[src/rtl/tqv_bus_pkg.sv]
// Shared TinyQV peripheral bus definitions.
// Strobe/size codes, initiator states, read-data masking.
package tqv_bus_pkg;

  localparam logic [1:0] SZ_8    = 2'b00;
  localparam logic [1:0] SZ_16   = 2'b01;
  localparam logic [1:0] SZ_32   = 2'b10;
  localparam logic [1:0] SZ_IDLE = 2'b11;

  typedef enum logic [1:0] {
    IDLE,
    WRITE,
    READ,
    RESP
  } state_t;

  // Zero-extend peripheral read data to the access size.
  function automatic logic [31:0] mask_rdata(
    input logic [1:0]  size,
    input logic [31:0] data
  );
    logic [31:0] m;
    unique case (size)
      SZ_8:    m = {24'd0, data[7:0]};
      SZ_16:   m = {16'd0, data[15:0]};
      SZ_32:   m = data;
      default: m = '0;
    endcase
    return m;
  endfunction

endpackage

[src/rtl/tqv_irq_edge_latch.sv]
// Rising-edge detector with a sticky pending flag.
// A new edge beats a simultaneous clear.
module tqv_irq_edge_latch (
  input  logic clk,
  input  logic rst_n,
  input  logic irq_in,
  input  logic irq_clear,
  output logic irq_pending
);

  logic prev;
  logic rise;

  assign rise = irq_in & ~prev;

  // Track previous level and hold the pending flag.
  always_ff @(posedge clk or negedge rst_n) begin
    if (!rst_n) begin
      prev        <= 1'b0;
      irq_pending <= 1'b0;
    end else begin
      prev <= irq_in;
      if (rise)
        irq_pending <= 1'b1;
      else if (irq_clear)
        irq_pending <= 1'b0;
    end
  end

endmodule

[src/rtl/tqv_periph_initiator.sv]
// TinyQV peripheral bus initiator.
// One command at a time, registered bus strobes.
module tqv_periph_initiator
  import tqv_bus_pkg::*;
#(
  parameter int TIMEOUT_CYCLES = 16
) (
  input  logic        clk,
  input  logic        rst_n,
  input  logic        cmd_valid,
  output logic        cmd_ready,
  input  logic        cmd_write,
  input  logic [1:0]  cmd_size,
  input  logic [5:0]  cmd_addr,
  input  logic [31:0] cmd_wdata,
  output logic        rsp_valid,
  input  logic        rsp_ready,
  output logic [31:0] rsp_rdata,
  output logic        rsp_err,
  output logic [5:0]  address,
  output logic [31:0] data_in,
  output logic [1:0]  data_write_n,
  output logic [1:0]  data_read_n,
  input  logic [31:0] data_out,
  input  logic        data_ready,
  input  logic        user_interrupt,
  output logic        irq_pending,
  input  logic        irq_clear
);

  localparam logic [7:0] TMO = 8'(TIMEOUT_CYCLES);

  state_t     state;
  logic [1:0] size_q;
  logic [7:0] tmo_cnt;
  logic [7:0] tmo_nxt;

  assign cmd_ready = (state == IDLE);
  assign tmo_nxt   = tmo_cnt + 8'd1;

  // Transaction sequencer with registered bus and response.
  always_ff @(posedge clk or negedge rst_n) begin
    if (!rst_n) begin
      state        <= IDLE;
      size_q       <= SZ_8;
      tmo_cnt      <= '0;
      address      <= '0;
      data_in      <= '0;
      data_write_n <= SZ_IDLE;
      data_read_n  <= SZ_IDLE;
      rsp_valid    <= 1'b0;
      rsp_rdata    <= '0;
      rsp_err      <= 1'b0;
    end else begin
      unique case (state)
        IDLE: begin
          if (cmd_valid) begin
            tmo_cnt <= '0;
            if (cmd_size == SZ_IDLE) begin
              state     <= RESP;
              rsp_valid <= 1'b1;
              rsp_err   <= 1'b1;
              rsp_rdata <= '0;
            end else begin
              address <= cmd_addr;
              data_in <= cmd_wdata;
              size_q  <= cmd_size;
              if (cmd_write) begin
                state        <= WRITE;
                data_write_n <= cmd_size;
              end else begin
                state       <= READ;
                data_read_n <= cmd_size;
              end
            end
          end
        end
        WRITE: begin
          data_write_n <= SZ_IDLE;
          state        <= RESP;
          rsp_valid    <= 1'b1;
          rsp_err      <= 1'b0;
          rsp_rdata    <= '0;
        end
        READ: begin
          if (data_ready) begin
            data_read_n <= SZ_IDLE;
            state       <= RESP;
            rsp_valid   <= 1'b1;
            rsp_err     <= 1'b0;
            rsp_rdata   <= mask_rdata(size_q, data_out);
          end else if (tmo_nxt == TMO) begin
            tmo_cnt     <= tmo_nxt;
            data_read_n <= SZ_IDLE;
            state       <= RESP;
            rsp_valid   <= 1'b1;
            rsp_err     <= 1'b1;
            rsp_rdata   <= '0;
          end else begin
            tmo_cnt <= tmo_nxt;
          end
        end
        RESP: begin
          if (rsp_ready) begin
            rsp_valid <= 1'b0;
            state     <= IDLE;
          end
        end
        default: state <= IDLE;
      endcase
    end
  end

  tqv_irq_edge_latch u_irq (
    .clk         (clk),
    .rst_n       (rst_n),
    .irq_in      (user_interrupt),
    .irq_clear   (irq_clear),
    .irq_pending (irq_pending)
  );

endmodule
[config.mk]
export PLATFORM = sky130hd
export DESIGN_NAME = tqv_periph_initiator
export DESIGN_NICKNAME = d
export VERILOG_FILES = /design/src/rtl/tqv_bus_pkg.sv /design/src/rtl/tqv_irq_edge_latch.sv /design/src/rtl/tqv_periph_initiator.sv
export SDC_FILE = /design/constraint.sdc
export NUM_CORES = 1
export LEC_CHECK = 0
export CAP_MARGIN = 20
export CORE_MARGIN = 10
export CORE_UTILIZATION = 48
export DETAILED_ROUTE_END_ITERATION = 12
export GPL_TIMING_DRIVEN = 0
export PLACE_DENSITY = 0.86
export SLEW_MARGIN = 40
export SYNTH_ARGS = -nofsm -noshare
export SYNTH_HDL_FRONTEND = slang
export SYNTH_SLANG_ARGS = --single-unit
[constraint.sdc]
create_clock -name clk -period 3.5 [get_ports clk]
set_input_delay 0.35 -clock clk [delete_from_list [all_inputs] [get_ports clk]]
set_output_delay 0.35 -clock clk [all_outputs]
set_load 0.01 [all_outputs]
==> results of run 1 <==
stage by stage:
step	instances	total power [mW]	worst slack, ns	instance area [sq um]
after global routing	659	5.015	0.8712	6198
after CTS	659	4.768	1.041	6198
after global placement	641	4.010	-1.135	5979
final	659	4.709	1.045	6198
after floorplan	376	3.015	1.359	4273
after detailed placement	642	4.109	1.047	6008
synth_stat cells, types with 5 or more instances:
library cell  number
o21ai_0            9
nand2_1           45
mux2_2            43
buf_2              8
nand3_1            5
a2bb2oi_1          5
a21oi_1           14
ha_1               6
dfrtp_1           86
clkbuf_1           5
o221ai_1           5
nor2_1            12
mux2i_1           34
inv_1             42
worst register-to-register path, stage by stage, from the launching register on:
cell and delay (ns):
dfrtp_1 0.43, inv_1 0.11, ha_1 0.32, a21boi_0 0.46
and2_1 0.20, buf_2 0.17, buf_2 0.27, mux2_2 0.38
power by group:
group | internal (mW) | switching (mW) | total (mW)
Clock | 0.280 | 0.364 | 0.645
Sequential | 1.43 | 0.236 | 1.66
Combinational | 1.36 | 1.04 | 2.40
Total | 3.07 | 1.64 | 4.71
worst max-delay path by stage:
stage	endpoint	slack, ns	cells after the start
6_report	data_in[25]$_DFFE_PN0P_	1.04	7
3_3_place_gp	rsp_rdata[16]$_DFFE_PN0P_	-1.14	1
2_1_floorplan	rsp_err$_DFFE_PN0P_	1.36	8
3_5_place_dp	rsp_rdata[12]$_DFFE_PN0P_	1.05	8
5_1_grt	data_in[25]$_DFFE_PN0P_	0.87	7
4_1_cts	data_in[25]$_DFFE_PN0P_	1.04	7
per-layer routing:
| metal | share of wire, % | GRT usage, % |
|---|---|---|
| met1 | 36 | 18.25 |
| met2 | 51 | 29.46 |
| met3 | 12 | 8.333 |
| met4 | 1.7 | 6.433 |
| met5 | 0 | 0 |
registers in the layout, summed over array words and instances, names as in the netlist:
register and flops:
u_irq.prev 1, tmo_cnt 8, state 2, address 6
rsp_rdata 32, rsp_valid 1, size_q 2, rsp_err 1
data_in 32, u_irq.irq_pending 1, data_write_n 2, data_read_n 2
cells in the final DEF (no fill, tap or decap), types with 4 or more instances in the layout:
cell type,count
a21oi_1,14
a2bb2oi_1,5
buf_2,8
clkbuf_1,6
clkbuf_8,10
clkdlybuf4s50_1,156
clkinvlp_4,4
dfrtp_1,86
dfstp_2,4
ha_1,6
inv_1,42
mux2_2,43
mux2i_1,34
nand2_1,45
nand2b_1,4
nand3_1,5
nor2_1,12
nor2b_1,4
nor3_1,4
o21ai_0,9
o221ai_1,5
kinds of logic after synthesis:
logic type,count (synthesis)
DFF,90
buffers and inverters,62
muxes,77
and+or+nand+nor,89
adders and majority gates,6
xor gates and xnor gates,2
AOI/OAI and AO/OA,50
cell type report:
class | instances | area [sq um] | share of cell area, %
Buffer | 20 | 153.9 | 2.483
Clock buffer | 11 | 141.4 | 2.281
Clock inverter | 5 | 38.79 | 0.6258
Inverter | 42 | 157.7 | 2.543
Multi-Input combinational cell | 224 | 1704 | 27.49
Sequential cell | 90 | 2257 | 36.41
Tap cell | 108 | 135.1 | 2.180
Timing Repair Buffer | 159 | 1610 | 25.98
timing repair:
item / 4_1_cts / 5_1_grt
resized for setup: 0 / 0
hold buffers: 1 / 0
hold endpoints to repair: 25 / 0
buffers inserted: 0 / 0
==> out/metrics.yaml, run 1 <==
routing:
  first_iter_violations: 130
  post-route-drc-count: 0
  dr.pass1.iters: 5
  via_per_inst: 5.147
  wl_per_cell_um: 17.58
  wl_mm: 11.59
  dr_total_vias: 3392
  antenna_left: 0
setup_path:
  crit_chain: "inv_1, ha_1, a21boi_0, and2_1, buf_2, buf_2, mux2_2"
  crit_start: "state[0]$_DFFE_PN0P_"
  reg2reg_depth: 7
  r2r-start: "state[0]$_DFFE_PN0P_"
  cp_slowest_cell: "a21boi_0"
  rrSetupSlack_ns: 1.04
  critPathMaxStageDelay_ns: 0.45
  end_kind: "register"
  cp_num_buf_inv: 3
  cp-start-kind: "register"
  worstPathMaxFanout: 10
  critical_path_required_ns: 3.73
  critPathKind: "reg -> reg"
  cp.arrival_ns: 2.69
  path_delay_family: "buffers and inverters"
  reg2reg_to: "data_in[25]$_DFFE_PN0P_"
  path_common_cell: "buf_2"
power_and_ir_drop:
  power_density_mw_per_mm2: 759.7
  leakage_nw: 2.614
  peakVddDrop_mv: 0.4625
global_route:
  antenna_found_initial: 0
  grt_max_degree: 62
  grt_pass1_wl_mm: 18.22
  overflow: 0
  grt_pass1_vias: 3535
  grt_util_all_layers_pct: 17.35
clocking:
  cts_buffers: 9
  cts_tree: "yes"
  clock-sinks: 90
  clk_latency_ns: 0.35
  h-tree-depth: 3
  cts_max_path_buffers: 2
  clk_pin_slew_ns: 0.09
  clockRootBuffer: "clkbuf_8"
floorplan:
  initial_core_util_pct: 49.24
  die_area_sq_mm: 0.01308
  die_w_um: 114.4
  ioPinCount: 158
  num_rows: 34
  core_sq_mm: 0.008678
  die_y_um: 114.4
logic_synthesis:
  yosys_most_used_dff: "dfrtp_1"
  synth_compound_area_share_pct: 8.023
  yosys_warnings: 0
  synth_xor_area_share_pct: 0.4100
  synthAdderAreaFrac_pct: 1.757
  synth_edf_count: 0
  ys_top_cells_by_area: "dfrtp_1 50%, mux2_2 11%, mux2i_1 8.0%"
  syn_avg_cell_area_sq_um: 11.36
  synth_top_area_share_pct: 50.37
  synth-simple-area-share_pct: 10.40
  syn_inst: 376
  muxShareOfSynthArea_pct: 19.30
  synth_top_family_by_area: "multiplexers"
  synth_area_sq_mm: 0.004273
  synth_top_area_cell: "dfrtp_1"
  ys_seq_elements: 90
  async_flop_share_pct: 100.0
  synth_fp_nets: 462
  ys_seq_area_share_pct: 52.83
  yosysUniqueCellTypes: 50
final_layout:
  area_delta_synth_final_pct: 45.07
  antennaDiodeCount: 0
  final_nets: 632
  layout-drive-gt1-share_pct: 15.79
  fin_util_pct: 71.42
  fillers: 635
sta:
  clock.fmax_mhz: 407.3
  rsz0062_at_grt: "no"
  tns_ns: 0
  drv_slew: 0
  fin_crit_sh_pct: 70.15
  fin_crit_ns: 2.455
  worst_pin_slew_ns: 0.7607
  setup_viol: 0
  finalHoldViolCount: 0
  timing.slew.headroom_pct: 49.29
  fin_skew_ns: 0.01009
  whs_ns: 0.4376
place:
  place_hpwl_mm: 9.156
  routabilityCongestion: 0.8363
  port_buffers: 157
status:
  status: "completed"
flow_run:
  maxCapViolCount: 0
min_path:
  whs_endpoint: "u_irq.irq_pending$_DFFE_PN0P_"
  hp-class: "reg -> reg"
  holdPathStages: 1
  hold_start: "u_irq.prev$_DFF_PN0_"
No activity file was read; power rests on OpenSTA's default activity.
==> inputs of run 2 (changes only) <==
--- a/config.mk
+++ b/config.mk
@@ -7,10 +7,10 @@
 export LEC_CHECK = 0
 export CAP_MARGIN = 20
 export CORE_MARGIN = 10
-export CORE_UTILIZATION = 48
+export CORE_UTILIZATION = 45
 export DETAILED_ROUTE_END_ITERATION = 12
 export GPL_TIMING_DRIVEN = 0
-export PLACE_DENSITY = 0.86
+export PLACE_DENSITY = 0.81
 export SLEW_MARGIN = 40
 export SYNTH_ARGS = -nofsm -noshare
 export SYNTH_HDL_FRONTEND = slang
==> constraint.sdc (replaced) <==
create_clock -name clk -period 2.35 [get_ports clk]
set_input_delay 0.235 -clock clk [delete_from_list [all_inputs] [get_ports clk]]
set_output_delay 0.235 -clock clk [all_outputs]
set_load 0.01 [all_outputs]
==> run 2 against run 1 <==
  * Final cell count grew 3.3%
  * Clock-buffer cell count grew 2
  * Wire length grew 0.38%
  * Core utilization shrank 3.0 points
  * Maximum frequency grew 9.5%
  * Critical path type unchanged
  * Total power grew 55%
  * Via count grew 0.83%
  * Critical path depth is the same
  * Global-route usage shrank 0.30 points
  * Clock skew grew 0.0034 ns
  * Critical endpoint is now rsp_err$_DFFE_PN0P_
  * Worst hold slack lost 0.082 ns
==> out/metrics.yaml, run 2 (same netlist as run 1, synthesis figures left out) <==
floorplan:
  die_y_um: 117.4
  initial_core_util_pct: 46.24
  ioPinCount: 158
  num_rows: 35
  die_w_um: 117.4
  core_sq_mm: 0.009240
  die_area_sq_mm: 0.01379
routing:
  wl_mm: 11.63
  dr.pass1.iters: 4
  wl_per_cell_um: 17.08
  first_iter_violations: 129
  post-route-drc-count: 0
  dr_total_vias: 3420
  antenna_left: 0
  via_per_inst: 5.022
setup_path:
  critical_path_required_ns: 2.58
  critPathKind: "reg -> reg"
  cp-start-kind: "register"
  crit_start: "tmo_cnt[1]$_DFFE_PN0P_"
  end_kind: "register"
  r2r-start: "tmo_cnt[1]$_DFFE_PN0P_"
  worstPathMaxFanout: 8
  cp.arrival_ns: 2.47
sta:
  fin_skew_ns: 0.01351
  fin_crit_sh_pct: 95.43
  finalHoldViolCount: 0
  drv_slew: 0
  setup_viol: 0
  fin_crit_ns: 2.243
  rsz0062_at_grt: "no"
  worst_pin_slew_ns: 0.6161
  clock.fmax_mhz: 445.9
  timing.slew.headroom_pct: 58.77
clocking:
  cts_max_path_buffers: 2
  clk_latency_ns: 0.35
  cts_buffers: 9
  clk_pin_slew_ns: 0.10
  clockRootBuffer: "clkbuf_8"
  h-tree-depth: 3
  clock-sinks: 90
  cts_tree: "yes"
global_route:
  grt_pass1_wl_mm: 19.50
  grt_util_all_layers_pct: 17.04
  overflow: 0
  grt_max_degree: 54
  antenna_found_initial: 0
  grt_pass1_vias: 3806
final_layout:
  fin_util_pct: 68.38
  final_cell_mix: "156 x clkdlybuf4s50_1, 86 x dfrtp_1, 45 x nand2_1, 43 x mux2_2, 42 x inv_1"
  antennaDiodeCount: 0
  final_common_cell: "clkdlybuf4s50_1"
  layout-drive-gt1-share_pct: 16.67
  final_cells: 681
  fillers: 699
  top_regs: "data_in (32), rsp_rdata (32), tmo_cnt (8)"
  area_delta_synth_final_pct: 47.88
  final_nets: 633
place:
  port_buffers: 157
  place_inst: 663
  routabilityCongestion: 0.8551
  place_hpwl_mm: 9.041
power_and_ir_drop:
  leakage_nw: 2.674
  power_density_mw_per_mm2: 1157
  peakVddDrop_mv: 0.6336
min_path:
  hp-class: "in -> async"
status:
  status: "completed"
flow_run:
  maxCapViolCount: 0
run 2: cell types whose count changed in the layout (fill, tap and decap cells not counted), sizes merged:
cell / before / now
clkbuf: 17 / 19
clkinvlp: 4 / 0
buf: 16 / 17
bufinv: 0 / 2
run 2: cell type report:
cell class              instances  area, sq um  area share [%]
well taps                     129        161.4           2.554
flip-flops and latches         90         2257           35.72
inverters                      42        157.7           2.495
repair buffers                160         1618           25.60
multi-input cells             224         1729           27.37
plain buffers                  20        157.7           2.495
clock inverters                 3        68.82           1.089
clock buffers                  13        168.9           2.673
run 2: metal layers:
metal  vias up  track usage, %  share of wire, %  wire length, um
met5         -               0                 0                0
met3         7           7.818               9.9             1149
met4         0           5.399              0.97              113
met2       111           29.44                50             5834
li1       1614               -                 -                -
met1      1688           18.01                39             4531
run 2: through the flow:
step | worst slack (ns) | hold slack [ns] | setup TNS [ns] | power (mW) | instance area, sq um
global placement | -2.246 | 0.4249 | -197.63 | 5.986 | 6006
CTS | 0.001079 | 0.3371 | 0 | 7.384 | 6300
detailed placement | -0.1365 | 0.1648 | -5.162 | 6.111 | 6035
global route | 0.003732 | 0.3560 | 0 | 7.812 | 6319
finish | 0.1075 | 0.3559 | 0 | 7.312 | 6319
floorplan | 0.2090 | -0.06059 | 0 | 4.490 | 4273
run 2: worst max-delay path, stage by stage, from the launching register on:
cell,delay (ns)
dfrtp_1,0.48
ha_1,0.28
xor2_1,0.18
o32a_1,0.36
nand2_1,0.14
o211a_1,0.18
buf_6,0.16
mux2_2,0.34
run 2: power by group:
part	leakage [nW]	switching (mW)	internal, mW	total [mW]
Clock	0.120	0.541	0.692	1.23
Combinational	1.41	1.55	2.06	3.60
Sequential	1.14	0.348	2.13	2.48
run 2: final timing paths:
check,end,slack [ns],cells after the start
min,rsp_valid$_DFFE_PN0P_,0.36,2
min reg2reg,u_irq.irq_pending$_DFFE_PN0P_,0.45,1
max reg2reg,rsp_err$_DFFE_PN0P_,0.11,7
max in group asynchronous,tmo_cnt[3]$_DFFE_PN0P_,1.40,3
min in group clk,u_irq.prev$_DFF_PN0_,0.36,1
max,rsp_err$_DFFE_PN0P_,0.11,7
run 2: repair_timing:
item	in CTS	in global routing
pin swaps	1	1
setup endpoints to repair	71	73
hold buffers	1	0
resized for setup	4	5
setup buffers	0	1
hold endpoints to repair	33	0
